**config.mk**
```make
export PLATFORM = sky130hd
export DESIGN_NAME = bcd_display_scanner
export DESIGN_NICKNAME = d
export VERILOG_FILES = /design/src/rtl/bcd_display_pkg.sv /design/src/rtl/seg7_decoder.sv /design/src/rtl/bcd_display_scanner.sv
export SDC_FILE = /design/constraint.sdc
export NUM_CORES = 1
export LEC_CHECK = 0
export BUFFER_PORTS_ARGS = -buffer_cell sky130_fd_sc_hd__buf_2
export CAP_MARGIN = 5
export CORE_MARGIN = 3
export CORE_UTILIZATION = 40
export DETAILED_ROUTE_END_ITERATION = 16
export GPL_TIMING_DRIVEN = 0
export SLEW_MARGIN = 0
export SYNTH_ARGS = -nofsm -noshare
export SYNTH_HDL_FRONTEND = slang
export SYNTH_SLANG_ARGS = --single-unit
```
**constraint.sdc**
```tcl
create_clock -name clk -period 3 [get_ports clk]
set_input_delay 0.3 -clock clk [delete_from_list [all_inputs] [get_ports clk]]
set_output_delay 0.3 -clock clk [all_outputs]
set_load 0.05 [all_outputs]
```
**src/rtl/bcd_display_pkg.sv**
```systemverilog
// Shared constants for the 3-digit multiplexed 7-segment display path.
// Glyphs are {g,f,e,d,c,b,a}, active-low (common-anode).
package bcd_display_pkg;

    localparam int NUM_DIGITS = 3;

    typedef logic [1:0] digit_idx_t;

    localparam logic [6:0] SEG_0    = 7'b1000000;
    localparam logic [6:0] SEG_1    = 7'b1111001;
    localparam logic [6:0] SEG_2    = 7'b0100100;
    localparam logic [6:0] SEG_3    = 7'b0110000;
    localparam logic [6:0] SEG_4    = 7'b0011001;
    localparam logic [6:0] SEG_5    = 7'b0010010;
    localparam logic [6:0] SEG_6    = 7'b0000010;
    localparam logic [6:0] SEG_7    = 7'b1111000;
    localparam logic [6:0] SEG_8    = 7'b0000000;
    localparam logic [6:0] SEG_9    = 7'b0010000;
    localparam logic [6:0] SEG_DASH = 7'b0111111;
    localparam logic [6:0] SEG_OFF  = 7'b1111111;

    localparam logic [2:0] AN_OFF = 3'b111;

endpackage

```
**src/rtl/seg7_decoder.sv**
```systemverilog
// Combinational BCD nibble to active-low 7-segment glyph; A-F show a dash.
module seg7_decoder
    import bcd_display_pkg::*;
(
    input  logic [3:0] nibble,
    output logic [6:0] glyph
);

    always_comb begin
        glyph = SEG_DASH;
        case (nibble)
            4'd0:    glyph = SEG_0;
            4'd1:    glyph = SEG_1;
            4'd2:    glyph = SEG_2;
            4'd3:    glyph = SEG_3;
            4'd4:    glyph = SEG_4;
            4'd5:    glyph = SEG_5;
            4'd6:    glyph = SEG_6;
            4'd7:    glyph = SEG_7;
            4'd8:    glyph = SEG_8;
            4'd9:    glyph = SEG_9;
            default: glyph = SEG_DASH;
        endcase
    end

endmodule

```
**src/rtl/bcd_display_scanner.sv**
```systemverilog
// Scans a double-buffered 3-digit BCD value onto a common-anode display with
// per-slot anti-ghosting blank cycles and optional leading-zero suppression.
module bcd_display_scanner
    import bcd_display_pkg::*;
#(
    parameter int REFRESH_DIV  = 50000,
    parameter int BLANK_CYCLES = 2
) (
    input  logic        clk,
    input  logic        rst,
    input  logic [11:0] bcd_in,
    input  logic        load,
    input  logic        blank_lz,
    output logic [6:0]  seg,
    output logic [2:0]  an,
    output logic        frame_start
);

    localparam int              CntW    = $clog2(REFRESH_DIV);
    localparam logic [CntW-1:0] CntMax  = CntW'(REFRESH_DIV - 1);
    localparam digit_idx_t      LastIdx = digit_idx_t'(NUM_DIGITS - 1);

    logic [CntW-1:0] cnt_q, cnt_d;
    digit_idx_t      idx_q, idx_d;
    logic [11:0]     hold_q, hold_d;
    logic [11:0]     shadow_q, shadow_d;
    logic            pending_q, pending_d;
    logic [6:0]      seg_q, seg_d;
    logic [2:0]      an_q, an_d;
    logic            fs_q, fs_d;

    logic            frame_end;
    logic [3:0]      nib;
    logic            lz;
    logic [6:0]      glyph;
    logic [2:0]      an_sel;

    assign frame_end = (idx_q == LastIdx) && (cnt_q == CntMax);

    always_comb begin
        cnt_d     = cnt_q + 1'b1;
        idx_d     = idx_q;
        hold_d    = hold_q;
        pending_d = pending_q;
        shadow_d  = shadow_q;

        if (cnt_q == CntMax) begin
            cnt_d = '0;
            idx_d = (idx_q == LastIdx) ? '0 : idx_q + 1'b1;
        end

        if (load) begin
            hold_d    = bcd_in;
            pending_d = 1'b1;
        end

        // A load on the frame-end cycle bypasses hold and lands in this frame's commit.
        if (frame_end) begin
            if (load) begin
                shadow_d = bcd_in;
            end else if (pending_q) begin
                shadow_d = hold_q;
            end
            pending_d = 1'b0;
        end
    end

    always_comb begin
        nib    = shadow_q[3:0];
        lz     = 1'b0;
        an_sel = 3'b110;
        case (idx_q)
            2'd1: begin
                nib    = shadow_q[7:4];
                lz     = (shadow_q[11:4] == 8'd0);
                an_sel = 3'b101;
            end
            2'd2: begin
                nib    = shadow_q[11:8];
                lz     = (shadow_q[11:8] == 4'd0);
                an_sel = 3'b011;
            end
            default: begin
                nib    = shadow_q[3:0];
                lz     = 1'b0;
                an_sel = 3'b110;
            end
        endcase
    end

    seg7_decoder u_dec (
        .nibble (nib),
        .glyph  (glyph)
    );

    always_comb begin
        fs_d  = (idx_q == '0) && (cnt_q == '0);
        seg_d = glyph;
        an_d  = an_sel;
        if ((int'(cnt_q) < BLANK_CYCLES) || (blank_lz && lz)) begin
            seg_d = SEG_OFF;
            an_d  = AN_OFF;
        end
    end

    always_ff @(posedge clk) begin
        if (rst) begin
            cnt_q     <= '0;
            idx_q     <= '0;
            hold_q    <= '0;
            pending_q <= 1'b0;
            shadow_q  <= '0;
            seg_q     <= SEG_OFF;
            an_q      <= AN_OFF;
            fs_q      <= 1'b0;
        end else begin
            cnt_q     <= cnt_d;
            idx_q     <= idx_d;
            hold_q    <= hold_d;
            pending_q <= pending_d;
            shadow_q  <= shadow_d;
            seg_q     <= seg_d;
            an_q      <= an_d;
            fs_q      <= fs_d;
        end
    end

    assign seg         = seg_q;
    assign an          = an_q;
    assign frame_start = fs_q;

endmodule
```
After elaboration in Yosys (flattened, before gate mapping)
Memories as Yosys holds them, arrays and structs flattened. A register that Yosys moved wholly into a read port is not among the register bits.
Cells that the tools add are included.

storage, ports and cells
  bits in registers = 47
  ROM bits = 112
  input bits = 16
  memories kept = 1

memory list
  name              depth  width  read ports  clocked after memory_dff  wr ports  line                source
  (name not given)  16     7      1           1                         0         seg7_decoder.sv:11  case (nibble)

operators by class
  add/sub/neg operators = 2
  order comparisons = 1
  eq/ne operators = 3
  muxes and demuxes = 6
  reductions and logical operators = 13

operator list
  operator               number
  $mux 12                2
  $add 16x1->16 const B  1
  $eq 16x16->1 const B   1
  $logic_not 16->1       1
  $lt 16x2->1 const B    1
  $logic_not 8->1        1
  $pmux 4 s2             1
  $pmux 3 s2             1
  $reduce_or 2->1        3
  $logic_not 4->1        1
  $logic_and 1x1->1      3
  $add 2x1->2 const B    1
  $eq 2x1->1 const B     1
  $eq 2x2->1 const B     1
  $logic_not 2->1        1
  $mux 2                 1
  $pmux 1 s2             1
  $reduce_and 2->1       1
  $reduce_bool 2->1      1
  $logic_or 1x1->1       1

Depth between registers and ports, before layout
Gate-level depths: netlist of the first run.

  word-level depth = 5
  mapped depth = 9

Hierarchy
A second synthesis of the first run with hierarchy kept.

second synthesis, totals
  cells, all modules = 256
  area, all modules = 2509.9 um2

modules (own cells, without submodules)
  module               instances  cells each  area an instance (um2)  sequential area each (um2)
  bcd_display_scanner  1          225         2269.7                  1081.0
  seg7_decoder         1          31          240.2                   0.0

Worst setup path before layout of the first run
Ideal clock, no wire load.

  path kind = reg-to-reg
  start = reg idx_q[0]
  end = reg seg_q[3] (netlist: seg[3])
  arrival time = 2.016 ns
  data required time = 2.935 ns
  setup slack = 0.919 ns
  stages on the path, launching flop included = 10
  path buffers = 1
  cell sequence = dfxtp_1 > inv_1 > ha_1 > buf_2 > nor2_1 > a21oi_1 > inv_1 > ha_1 > or3_1 > nand4_1

on the way
  longest elaborated chain between the ends = 5

RTL lines
  what                                      line                        source
  start, declared                           bcd_display_scanner.sv:24   digit_idx_t idx_q, idx_d;
  start signal, assigned                    bcd_display_scanner.sv:118  idx_q <= idx_d;
  $eq 2x2->1 or $eq 2x1->1 (tied branches)  bcd_display_scanner.sv:72   case (idx_q)
  $pmux 1 s2                                bcd_display_scanner.sv:72
  $logic_and 1x1->1                         bcd_display_scanner.sv:100  if ((int'(cnt_q) < BLANK_CYCLES) || (blank_lz && lz)) begin
  $logic_or 1x1->1                          bcd_display_scanner.sv:100
  $reduce_or 2->1 (no line)                 --
  end, declared                             bcd_display_scanner.sv:28   logic [6:0] seg_q, seg_d;

Several ways; a longest one is shown, not always the timed one.
A chain may end at the register's enable or synchronous reset.

Worst setup path after layout of the first run
Ends and elaborated chain as after synthesis.

==> metrics.log, run 1 <==
[metrics] outcome: finished clean
[metrics] initial standard-cell utilization of the core: 42.6%
[metrics] signed area change from the synthesized netlist to the final layout: 13.5%
[metrics] maximum clock path buffer count: 2
[metrics] maximum resistive drop on vdd: between 0.0002 and 0.00025 V
[metrics] TritonCTS clock tree: done
[metrics] via-per-instance ratio: between 4 and 5
[metrics] Startpoint Class: register
[metrics] area of the mapped netlist: around 2400 µm²
[metrics] clock-pin slew reported for the worst setup and hold paths after clock tree synthesis: 90 ps
[metrics] initial antenna violation count: 0
[metrics] final count of hold timing violations: 0
[metrics] GR Util All Layers: around an eighth
[metrics] startpoint of the most critical hold path: bcd_in[2]
[metrics] Max transition margin: between 60% and 70%
[metrics] HP Class: primary input to register
[metrics] internal power: 1.04 mW
[metrics] Sequential Power Share: a little under three fifths
[metrics] Switching Share: a little under a quarter
[metrics] # diodes: 0
[metrics] DIE AREA: 7050 µm²
[metrics] core region area: 5710 µm²
[metrics] top cells by area, synth: dfxtp_1, mux2_4, nor2_1
[metrics] Final Max Tran Viols: 0
[metrics] post-CTS sizing: 0
[metrics] total of max-cap violations: 0
[metrics] final period demand of the worst path: 2310 ps
[metrics] fmax: 0.433 GHz
[metrics] ys flop type: dfxtp_1
[metrics] Post-Synthesis Mean Instance Area: ~9.7 µm²
[metrics] RD Place Congestion: 0.844
[metrics] starting DRC count in detailed routing: between 60 and 70
[metrics] sort of element at the end of the critical path: register
[metrics] number of nets in the layout: between 300 and 400
[metrics] floorplan die width: 84.0 µm
[metrics] Async S/R FF share, synth: 0%
[metrics] vias in the first global route: ~1700
[metrics] cell chain of the critical path: inv_1 -> ha_1 -> buf_2 -> nor2_1 -> a21oi_1 -> inv_1 -> ha_1 -> or3_1 -> nand4_1
[metrics] hold-critical path endpoint: hold_q[2]$_SDFFE_PP0P_
[metrics] cell types with the highest counts after synthesis: dfxtp_1, nor2_1, mux2i_1
[metrics] reg2reg start: idx_q[0]$_SDFFE_PP0N_
[metrics] Synth Net Count: 276
[metrics] Top-Level Pins: 27
[metrics] Post-DP HPWL: between 3 and 4 mm
[metrics] die extent in y: about 84 µm
[metrics] number of warning messages in the yosys log: 0
[metrics] slew of the pin with the lowest slew margin: 480 ps
[metrics] dominant cell type by area after synthesis: dfxtp_1
[metrics] combinational group share of total power: roughly 8.1%
[metrics] grt ovf: 0
[metrics] first-pass detailed-route iteration total: 4
[metrics] count leader, synth: dfxtp_1
[metrics] instance count along the most critical hold path: 3
[metrics] Clk Latency, worst-skew pair: 310 ps
[metrics] flip-flop and latch count after synthesis: 54
[metrics] cell area power density: 491 nW/µm²
[metrics] FF-to-FF setup slack: ~690 ps
[metrics] post-CTS setup buffer count: 0
[metrics] number of sinks handled by clock tree synthesis: between 50 and 60
[metrics] capture instance of the worst register-to-register path: seg[3]$_SDFF_PP1_
[metrics] Leakage: 1.09 nW
[metrics] Max stage delay on crit path: 380 ps
[metrics] part of the Yosys area used for sequential elements: 44.4%
[metrics] ratio of cells with drive above 1 in the final layout: 20.8%
[metrics] switching power: 312 µW
[metrics] residual DRC count: 0
[metrics] synthesized netlist cell count: between 200 and 300
[metrics] # setup viols final: 0
[metrics] total CTS buffers: 5
[metrics] part of the total power dissipated in the clock network: between 30% and 40%
[metrics] number of placement rows: 27
[metrics] RSZ-0062 raised after global routing: no
[metrics] maximum number of pins on one net before global-route repair: 16
[metrics] buffer cell driving the clock tree root: clkbuf_8
[metrics] logic depth of the worst register-to-register path: 9
[metrics] proportion of netlist area held by the largest area contributor: between 40% and 50%
[metrics] first-pass GRT wire length: between 7 and 8 mm
[metrics] Unique masters post-synth: 39
[metrics] critical path type: register to register
[metrics] share of the core filled with cells: between 40% and 50%
[metrics] hold bufs inserted after CTS: 0
[metrics] number of flops mapped to enable cells by yosys: 0
[metrics] depth of the CTS H-tree: 2
[metrics] worst endpoint required time: 3240 ps
[metrics] WP data arrival: 2550 ps
[metrics] detailed-route wire length: about 4.4 mm
[metrics] number of vias after detailed routing: roughly 1800
[metrics] final critical-path share of the clock period: approximately three quarters
[metrics] antenna-violating nets left: 0
[metrics] worst-path maximum fanout: 10
[metrics] average wire length per cell after detail routing: 12.4 µm
[metrics] filler cell count: 549
[metrics] Clock Skews: a little under 9 ps
[metrics] PortBufs: 25
[metrics] Setup TNS: 0 ps
[metrics] critical-path cell with the highest stage delay: dfxtp_1
## final cells by class
type	count	area, µm²	share of cell area [%]
Buffer	11	63.8	2.31
Clock inverter	1	30.0	1.09
Timing Repair Buffer	25	125	4.53
Multi-Input combinational cell	176	1250	45.3
Clock buffer	6	82.6	2.99
Tap cell	72	90.1	3.26
Inverter	10	37.5	1.36
Sequential cell	54	1080	39.2
## flip-flops by register name (all words and copies together), names as in the netlist
register and count:
frame_start 1, pending_q 1, hold_q 12, shadow_q 12, cnt_q 16, an 3
idx_q 2, seg 7
## cell usage in the layout, fill, tap and decap left out, types with 6 or more instances in the layout
master / n
nand2_1: 7
inv_1: 10
ha_1: 9
clkbuf_8: 6
mux2_4: 10
dfxtp_1: 54
nand4_1: 9
nor4_1: 7
xnor2_1: 12
a21oi_1: 8
buf_2: 29
nand3_1: 10
nor2b_1: 12
nor2_1: 35
nor3_1: 6
mux2i_1: 13
o21ai_0: 7
## critical path, delay by kind of cell, from the launching register on
kind                       cells  cell delay [ps]
AOI/OAI and AO/OA              1              360
adders and majority gates      2              590
buffers and inverters          3              390
DFF                            1              380
and+or+nand+nor                3              510
## how the worst max path moves through the flow
| stage | from | endpoint |
|---|---|---|
| 2_1_floorplan | idx_q[0]$_SDFFE_PP0N_ | seg[3]$_SDFF_PP1_ |
| 3_3_place_gp | idx_q[0]$_SDFFE_PP0N_ | seg[3]$_SDFF_PP1_ |
| 3_5_place_dp | idx_q[0]$_SDFFE_PP0N_ | seg[3]$_SDFF_PP1_ |
| 4_1_cts | idx_q[0]$_SDFFE_PP0N_ | seg[3]$_SDFF_PP1_ |
| 5_1_grt | idx_q[0]$_SDFFE_PP0N_ | seg[3]$_SDFF_PP1_ |
| 6_report | idx_q[0]$_SDFFE_PP0N_ | seg[3]$_SDFF_PP1_ |
## routing by layer
metal / wire length (µm) / vias up / GRT usage (%)
met5: 0 / - / 0
met1: 2360 / 790 / 18.9
met2: 1810 / 33 / 20.0
met4: 38 / 0 / 2.78
met3: 199 / 4 / 3.95
li1: - / 929 / -
## metrics by stage
step	instances	cell area [µm²]	setup slack, ps	power, mW	hold WS, ps
after global routing	355	2760	441	1.42	303
final	355	2760	690	1.35	277
after global placement	348	2650	697	0.877	463
after detailed placement	348	2650	697	0.879	471
after floorplan	251	2430	919	0.846	442
after CTS	355	2760	665	1.37	272
## power groups by stage
stage,Sequential (mW),Combinational [mW],Clock (mW)
finish,0.750,0.110,0.495
global route,0.753,0.123,0.542
CTS,0.750,0.112,0.512
detailed placement,0.767,0.112,0
global placement,0.766,0.111,0
floorplan,0.801,0.0449,0
## cell families (layout without fill, tap and decap cells)
group           Yosys count  after routing  synth area share [%]
simple gates            102            102                  22.8
fa+ha+maj                 9              9                  4.63
xor+xnor                 13             13                  4.68
flops                    54             54                  44.4
mux                      25             25                  12.4
buf+inv                  21             53                  4.17
compound gates           27             27                  6.84
Power figures use the tool's default switching activity.
==> inputs of run 2 (changes only) <==
==> constraint.sdc (replaced) <==
create_clock -name clk -period 1.9 [get_ports clk]
set_input_delay 0.19 -clock clk [delete_from_list [all_inputs] [get_ports clk]]
set_output_delay 0.19 -clock clk [all_outputs]
set_load 0.05 [all_outputs]
==> run 2 against run 1 <==
Against the previous run:
- clock skew hardly changed
- cell area is 4.6% higher
- sequential share of layout area is 1.2 points lower
- first-iteration DRC count is 34% lower
- clock-buffer cell count is 1 lower
- non-clock buffer count is 9 higher
- worst hold slack worse by 110 ps
- largest power group unchanged
==> metrics.log, run 2 (synthesis results as in run 1) <==
[metrics] outcome: finished clean
[metrics] Startpoint Class: register
[metrics] maximum number of pins on one net before global-route repair: 16 (unchanged)
[metrics] worst-path maximum fanout: 4 (-6)
[metrics] final period demand of the worst path: 1840 ps (-466 ps)
[metrics] WP data arrival: 2080 ps (-470 ps)
[metrics] GR Util All Layers: 13.6% (+0.26 points)
[metrics] met2 wire len: 1.85 mm (+2.7%)
[metrics] Clock Skews: 8.42 ps (-0.407 ps)
[metrics] commonest cells after routing, fill and taps aside: dfxtp_1, nor2_1, buf_2
[metrics] Final Max Tran Viols: 0 (unchanged)
[metrics] Max stage delay on crit path: 380 ps (about the same)
[metrics] number of nets in the layout: 317 (+2.9%)
[metrics] power consumption: 1.96 mW (+45%)
[metrics] critical-path cell with the highest stage delay: or3_1
[metrics] starting DRC count in detailed routing: 45 (-34%)
[metrics] critical path type: register to register
[metrics] Top-Level Pins: 27 (unchanged)
[metrics] first-pass detailed-route iteration total: 4 (unchanged)
[metrics] detailed-route wire length: 4.50 mm (+2.2%)
[metrics] sort of element at the end of the critical path: register
[metrics] top routing layer in use: met4
[metrics] final count of hold timing violations: 0 (unchanged)
[metrics] number of vias after detailed routing: 1798 (+2.4%)
[metrics] clock-pin slew reported for the worst setup and hold paths after clock tree synthesis: 90 ps (about the same)
[metrics] DIE AREA: 7050 µm² (unchanged)
[metrics] HP Class: primary input to register
[metrics] fmax: 0.542 GHz (+25%)
[metrics] floorplan die width: 84.0 µm (unchanged)
[metrics] residual DRC count: 0 (unchanged)
[metrics] Leakage: 1.13 nW (+4.3%)
[metrics] via-per-instance ratio: 4.94 (-0.14%)
[metrics] buffer cell driving the clock tree root: clkbuf_8
[metrics] Clk Latency, worst-skew pair: 300 ps (about the same)
[metrics] Setup TNS: 0 ps (unchanged)
[metrics] commonest non-fill, non-tap cell in the layout: dfxtp_1
[metrics] core region area: 5710 µm² (unchanged)
[metrics] PortBufs: 25 (unchanged)
[metrics] filler cell count: 552 (+0.55%)
[metrics] leading registers by flop count: cnt_q x16, hold_q x12, shadow_q x12
[metrics] Post-DP HPWL: 3.32 mm (-0.33%)
[metrics] cell area power density: 679 nW/µm² (+38%)
[metrics] # setup viols final: 0 (unchanged)
[metrics] register with the highest flop count: cnt_q
[metrics] maximum clock path buffer count: 2 (unchanged)
[metrics] TritonCTS clock tree: done
[metrics] slew of the pin with the lowest slew margin: 497 ps (+17.0 ps)
[metrics] RD Place Congestion: 0.842 (-0.18%)
[metrics] met3 wirelength from detailed routing: 180 µm (-9.5%)
[metrics] total of max-cap violations: 0 (unchanged)
[metrics] initial antenna violation count: 0 (unchanged)
[metrics] signed area change from the synthesized netlist to the final layout: 18.7%
[metrics] met1 routed wirelength after detailed routing: 2.42 mm (+2.4%)
[metrics] worst endpoint required time: 2140 ps (-1100 ps)
[metrics] # diodes: 0 (unchanged)
[metrics] antenna-violating nets left: 0 (unchanged)
[metrics] cell chain of the critical path: inv_4 -> ha_4 -> buf_6 -> nor2_1 -> a21oi_2 -> inv_2 -> ha_1 -> or3_1 -> nand4_1
[metrics] share of the core filled with cells: 50.6% (+2.2 points)
[metrics] die extent in y: 84.0 µm (unchanged)
[metrics] first-pass GRT wire length: 8.09 mm (+3.4%)
[metrics] number of flip-flops in the largest register: 16 (unchanged)
[metrics] vias in the first global route: 1769 (+4.0%)
[metrics] total CTS buffers: 5 (unchanged)
[metrics] depth of the CTS H-tree: 2 (unchanged)
[metrics] number of placement rows: 27 (unchanged)
[metrics] grt ovf: 0 (unchanged)
[metrics] ratio of cells with drive above 1 in the final layout: 28.8% (+7.9 points)
[metrics] Max transition margin: 66.9% (-1.1 points)
[metrics] average wire length per cell after detail routing: 12.4 µm (-0.37%)
[metrics] initial standard-cell utilization of the core: 42.6% (unchanged)
[metrics] Hold Worst Slack: 163 ps (-114 ps)
[metrics] final critical-path share of the clock period: 97.1% (+20 points)
[metrics] maximum resistive drop on vdd: 0.000403 V (+65%)
[metrics] number of sinks handled by clock tree synthesis: 54 (unchanged)
[metrics] hold bufs inserted after CTS: 0 (unchanged)
-- run 2: cell types whose count changed in the layout (fill, tap and decap cells not counted), moves of 3 or more --
cell,previous run,this run
buf_4,0,9
dfxtp_1,54,50
ha_4,0,4
ha_1,9,5
dfxtp_4,0,4
inv_1,10,7
-- run 2: cell type report --
type	instances	area, µm²	share of cell area, %
multi-input combinational	176	1320	45.7
sequential	54	1100	38.0
timing repair buffer	34	193	6.68
tap	72	90.1	3.12
buffer	11	70.1	2.43
clock buffer	5	68.8	2.38
inverter	10	40.0	1.39
clock inverter	2	10.0	0.347
-- run 2: power by group --
part	internal, mW	total, mW	switching [mW]
sequential	1.17	1.18	0.0164
combinational	0.0566	0.175	0.119
clock	0.248	0.601	0.353
-- run 2: worst max-delay path, delay by kind of cell, from the launching register on --
kind	cells	cell delay, ps
AO/OA/AOI/OAI	1	150
adder cells (fa/ha/maj)	2	530
buffers and inverters	3	200
flip-flops	1	370
AND/OR/NAND/NOR	3	530
-- run 2: metal layers --
layer	up-vias	GRT usage [%]
met3	5	3.85
met5	-	0
li1	950	-
met1	818	19.6
met2	25	19.7
met4	0	3.51
-- run 2: worst paths after layout --
check	cells after the start	slack [ps]	endpoint	startpoint
hold reg to reg	1	460	cnt_q[0]$_SDFF_PP0_	cnt_q[0]$_SDFF_PP0_
setup reg to reg	9	60	seg[3]$_SDFF_PP1_	idx_q[1]$_SDFFE_PP0N_
setup / recovery	9	60	seg[3]$_SDFF_PP1_	idx_q[1]$_SDFFE_PP0N_
hold / removal	3	160	hold_q[10]$_SDFFE_PP0P_	bcd_in[10]
-- run 2: stage by stage --
stage	instance area [µm²]	worst slack (ps)	std cells
after floorplan	2450	7.13	251
after global placement	2670	-180	348
after detailed placement	2670	-198	348
after CTS	2770	4.78	356
after global routing	2890	-56.9	364
final	2890	56.0	364
-- run 2: what timing repair did --
item | 4_1_cts | 5_1_grt
gates resized for setup | 9 | 14
endpoints found under the setup margin | 16 | 23
pin swaps | 1 | 3
buffers inserted | 1 | 8
==> inputs of run 3 (changes only) <==
--- a/config.mk
+++ b/config.mk
@@ -7,9 +7,11 @@
 export LEC_CHECK = 0
 export BUFFER_PORTS_ARGS = -buffer_cell sky130_fd_sc_hd__buf_2
 export CAP_MARGIN = 5
+export CORE_ASPECT_RATIO = 0.7
 export CORE_MARGIN = 3
 export CORE_UTILIZATION = 40
 export DETAILED_ROUTE_END_ITERATION = 16
+export GPL_ROUTABILITY_DRIVEN = 0
 export GPL_TIMING_DRIVEN = 0
 export SLEW_MARGIN = 0
 export SYNTH_ARGS = -nofsm -noshare
==> constraint.sdc (replaced) <==
create_clock -name clk -period 1.8 [get_ports clk]
set_input_delay 0.18 -clock clk [delete_from_list [all_inputs] [get_ports clk]]
set_output_delay 0.18 -clock clk [all_outputs]
set_load 0.05 [all_outputs]
==> run 3 against run 2 <==
Against the previous run:
- the flow now finishes with violations (negative setup slack)
- sequential power increased by 5%
- final cell count up 2.7%
- worst hold slack hardly changed
- die area up 0.21%
==> metrics.log, run 3 (synthesis results as in run 1) <==
[metrics] startpoint of the most critical hold path: bcd_in[8]
[metrics] total CTS buffers: 5 (unchanged)
[metrics] dpl ws: -236 ps (-37.7 ps)
[metrics] logic depth of the worst register-to-register path: 6 (-3)
[metrics] Max stage delay on crit path: 370 ps (about the same)
[metrics] Startpoint Class: register
[metrics] HP Class: primary input to register
[metrics] floorplan die width: 99.2 µm (+18%)
[metrics] cell area power density: 713 nW/µm² (+5.1%)
[metrics] # setup viols final: 5 (+5)
[metrics] sort of element at the end of the critical path: register
[metrics] part of the total power dissipated in the clock network: 33.0% (+2.3 points)
[metrics] die extent in y: 71.2 µm (-15%)
[metrics] Leakage: 1.18 nW (+4.1%)
[metrics] post-route setup slack: -10.9 ps (-66.9 ps)
[metrics] initial antenna violation count: 0 (unchanged)
[metrics] leading registers by flop count: cnt_q x16, hold_q x12, shadow_q x12
[metrics] internal power: 1.61 mW (+9.1%)
[metrics] worst endpoint required time: 2000 ps (-140 ps)
[metrics] antenna-violating nets left: 0 (unchanged)
[metrics] violated checks: negative setup slack
[metrics] residual DRC count: 0 (unchanged)
[metrics] combinational group share of total power: 9.2% (+0.2 points)
[metrics] hold-critical path endpoint: hold_q[8]$_SDFFE_PP0P_
[metrics] number of sinks handled by clock tree synthesis: 54 (unchanged)
[metrics] final critical-path share of the clock period: 101% (+3.6 points)
[metrics] initial standard-cell utilization of the core: 41.8% (-0.76 points)
[metrics] Top-Level Pins: 27 (unchanged)
[metrics] reg2reg start: cnt_q[1]$_SDFF_PP0_
[metrics] fmax: 0.552 GHz (+1.8%)
[metrics] Clk Latency, worst-skew pair: 310 ps (about the same)
[metrics] cell chain of the critical path: ha_4 -> and3_4 -> and3b_2 -> and4b_4 -> clkbuf_16 -> mux2_4
[metrics] vias in the first global route: 1678 (-5.1%)
[metrics] number of vias after detailed routing: 1911 (+6.3%)
[metrics] Post-DP HPWL: 3.57 mm (+7.4%)
[metrics] core region area: 5810 µm² (+1.8%)
[metrics] critical-path cell with the highest stage delay: dfxtp_2
[metrics] total area of multi-input combinational cells: 1360 µm² (+3.0%)
[metrics] number of logic stages on the critical path including buffering: 6 (-3)
[metrics] total buffers and inverters traversed by the critical path: 1 (-2)
[metrics] instance count along the most critical hold path: 3 (unchanged)
[metrics] Largest delay share family, worst path: simple AND/OR/NAND/NOR gates
[metrics] buffer cell driving the clock tree root: clkbuf_8
[metrics] detailed-route wire length: 5.24 mm (+17%)
[metrics] average wire length per cell after detail routing: 14.0 µm (+13%)
[metrics] slew of the pin with the lowest slew margin: 519 ps (+22.2 ps)
[metrics] Sequential Power Share: 57.7% (-2.7 points)
[metrics] WP data arrival: 2010 ps (-70 ps)
[metrics] number of nets in the layout: 323 (+1.9%)
[metrics] grt ovf: 0 (unchanged)
[metrics] starting DRC count in detailed routing: 87 (+93%)
[metrics] Layout Cell Area excl Fill: 3020 µm² (+4.7%)
[metrics] via-per-instance ratio: 5.11 (+3.4%)
[metrics] number of placement rows: 23 (-15%)
[metrics] clock-pin slew reported for the worst setup and hold paths after clock tree synthesis: 110 ps (+20 ps)
[metrics] critical path type: register to register
[metrics] filler cell count: 540 (-2.2%)
[metrics] Clock Skews: 16.8 ps (+8.36 ps)
[metrics] Final Max Tran Viols: 0 (unchanged)
[metrics] first-pass detailed-route iteration total: 4 (unchanged)
[metrics] share of the core filled with cells: 52.0% (+1.4 points)
[metrics] signed area change from the synthesized netlist to the final layout: 24.3%
[metrics] Max transition margin: 65.4% (-1.5 points)
[metrics] DIE AREA: 7070 µm² (+0.21%)
[metrics] switching power: 551 µW (+13%)
[metrics] worst-path maximum fanout: 5 (+1)
[metrics] DP Area: 2680 µm² (+0.33%)
[metrics] PortBufs: 25 (unchanged)
[metrics] maximum clock path buffer count: 2 (unchanged)
[metrics] ratio of cells with drive above 1 in the final layout: 34.1% (+5.3 points)
[metrics] area used by sequential logic in the layout: 1100 µm² (+0.11%)
[metrics] final period demand of the worst path: 1810 ps (-33.1 ps)
[metrics] register with the highest flop count: cnt_q
[metrics] maximum number of pins on one net before global-route repair: 17 (+1)
[metrics] commonest cells after routing, fill and taps aside: dfxtp_1, nor2_1, buf_2
[metrics] # diodes: 0 (unchanged)
[metrics] FF-to-FF setup slack: -10 ps (-70 ps)
[metrics] power consumption: 2.16 mW (+10%)
[metrics] Switching Share: 25.5% (+0.64 points)
[metrics] commonest non-fill, non-tap cell in the layout: dfxtp_1
[metrics] depth of the CTS H-tree: 2 (unchanged)
[metrics] first-pass GRT wire length: 8.26 mm (+2.1%)
[metrics] number of flip-flops in the largest register: 16 (unchanged)
[metrics] capture instance of the worst register-to-register path: shadow_q[3]$_SDFFE_PP0P_
[metrics] RSZ-0062 raised after global routing: yes
[metrics] TritonCTS clock tree: done
[metrics] total of max-cap violations: 0 (unchanged)
[metrics] GR Util All Layers: 14.6% (+1.1 points)
[metrics] outcome: finished, violations left
[metrics] maximum resistive drop on vdd: 0.000292 V (-28%)
[metrics] final count of hold timing violations: 0 (unchanged)
## run 3: worst max-delay path by stage
stage	start	to	slack, ps
final	cnt_q[1]$_SDFF_PP0_	shadow_q[3]$_SDFFE_PP0P_	-10
after global placement	idx_q[0]$_SDFFE_PP0N_	seg[3]$_SDFF_PP1_	-180
after global routing	idx_q[0]$_SDFFE_PP0N_	seg[3]$_SDFF_PP1_	-90
after detailed placement	idx_q[0]$_SDFFE_PP0N_	seg[3]$_SDFF_PP1_	-240
after floorplan	cnt_q[0]$_SDFF_PP0_	shadow_q[10]$_SDFFE_PP0P_	30
after CTS	idx_q[0]$_SDFFE_PP0N_	seg[3]$_SDFF_PP1_	-10
## run 3: power by group through the flow
stage / registers [mW] / logic (mW) / clock network [mW]
2_1_floorplan: 1.33 / 0.0748 / 0
3_3_place_gp: 1.28 / 0.187 / 0
3_5_place_dp: 1.28 / 0.188 / 0
4_1_cts: 1.25 / 0.199 / 0.736
5_1_grt: 1.25 / 0.218 / 0.782
6_report: 1.24 / 0.199 / 0.712
## run 3: layer usage
layer  vias to the layer above  routed length [µm]  share of wire, %  global-route usage, %
met3                         4                 222               4.2                   3.21
met5                         -                   0                 0                      0
li1                        968                   -                 -                      -
met4                         0                  36              0.69                   3.79
met1                       898                2720                52                   23.4
met2                        41                2270                43                   19.6
## run 3: what timing repair did
item                                    in CTS  in global routing
resized for setup                           10                 25
endpoints found under the setup margin      29                 29
cloned                                       0                  1
setup buffers                                7                  8
hold buffers                                 0                  0
pin swaps                                    4                  5
## run 3: layout make-up
type | count | area share [%]
Multi-Input combinational cell | 176 | 45.0
Buffer | 10 | 2.28
Timing Repair Buffer | 41 | 8.82
Clock inverter | 2 | 0.414
Inverter | 10 | 1.41
Tap cell | 75 | 3.10
Clock buffer | 6 | 2.73
Sequential cell | 54 | 36.3
## run 3: metrics by stage
step | cells | hold WS [ps] | TNS [ps]
after floorplan | 251 | 356 | 0
after global placement | 351 | 464 | -2330
after detailed placement | 351 | 476 | -2430
after CTS | 366 | 162 | -9.83
after global routing | 374 | 184 | -825
final | 374 | 163 | -43.0
## run 3: worst min-delay path: stages
cell and delay (ps):
buf_2 70, mux2i_1 50, nor2_1 120
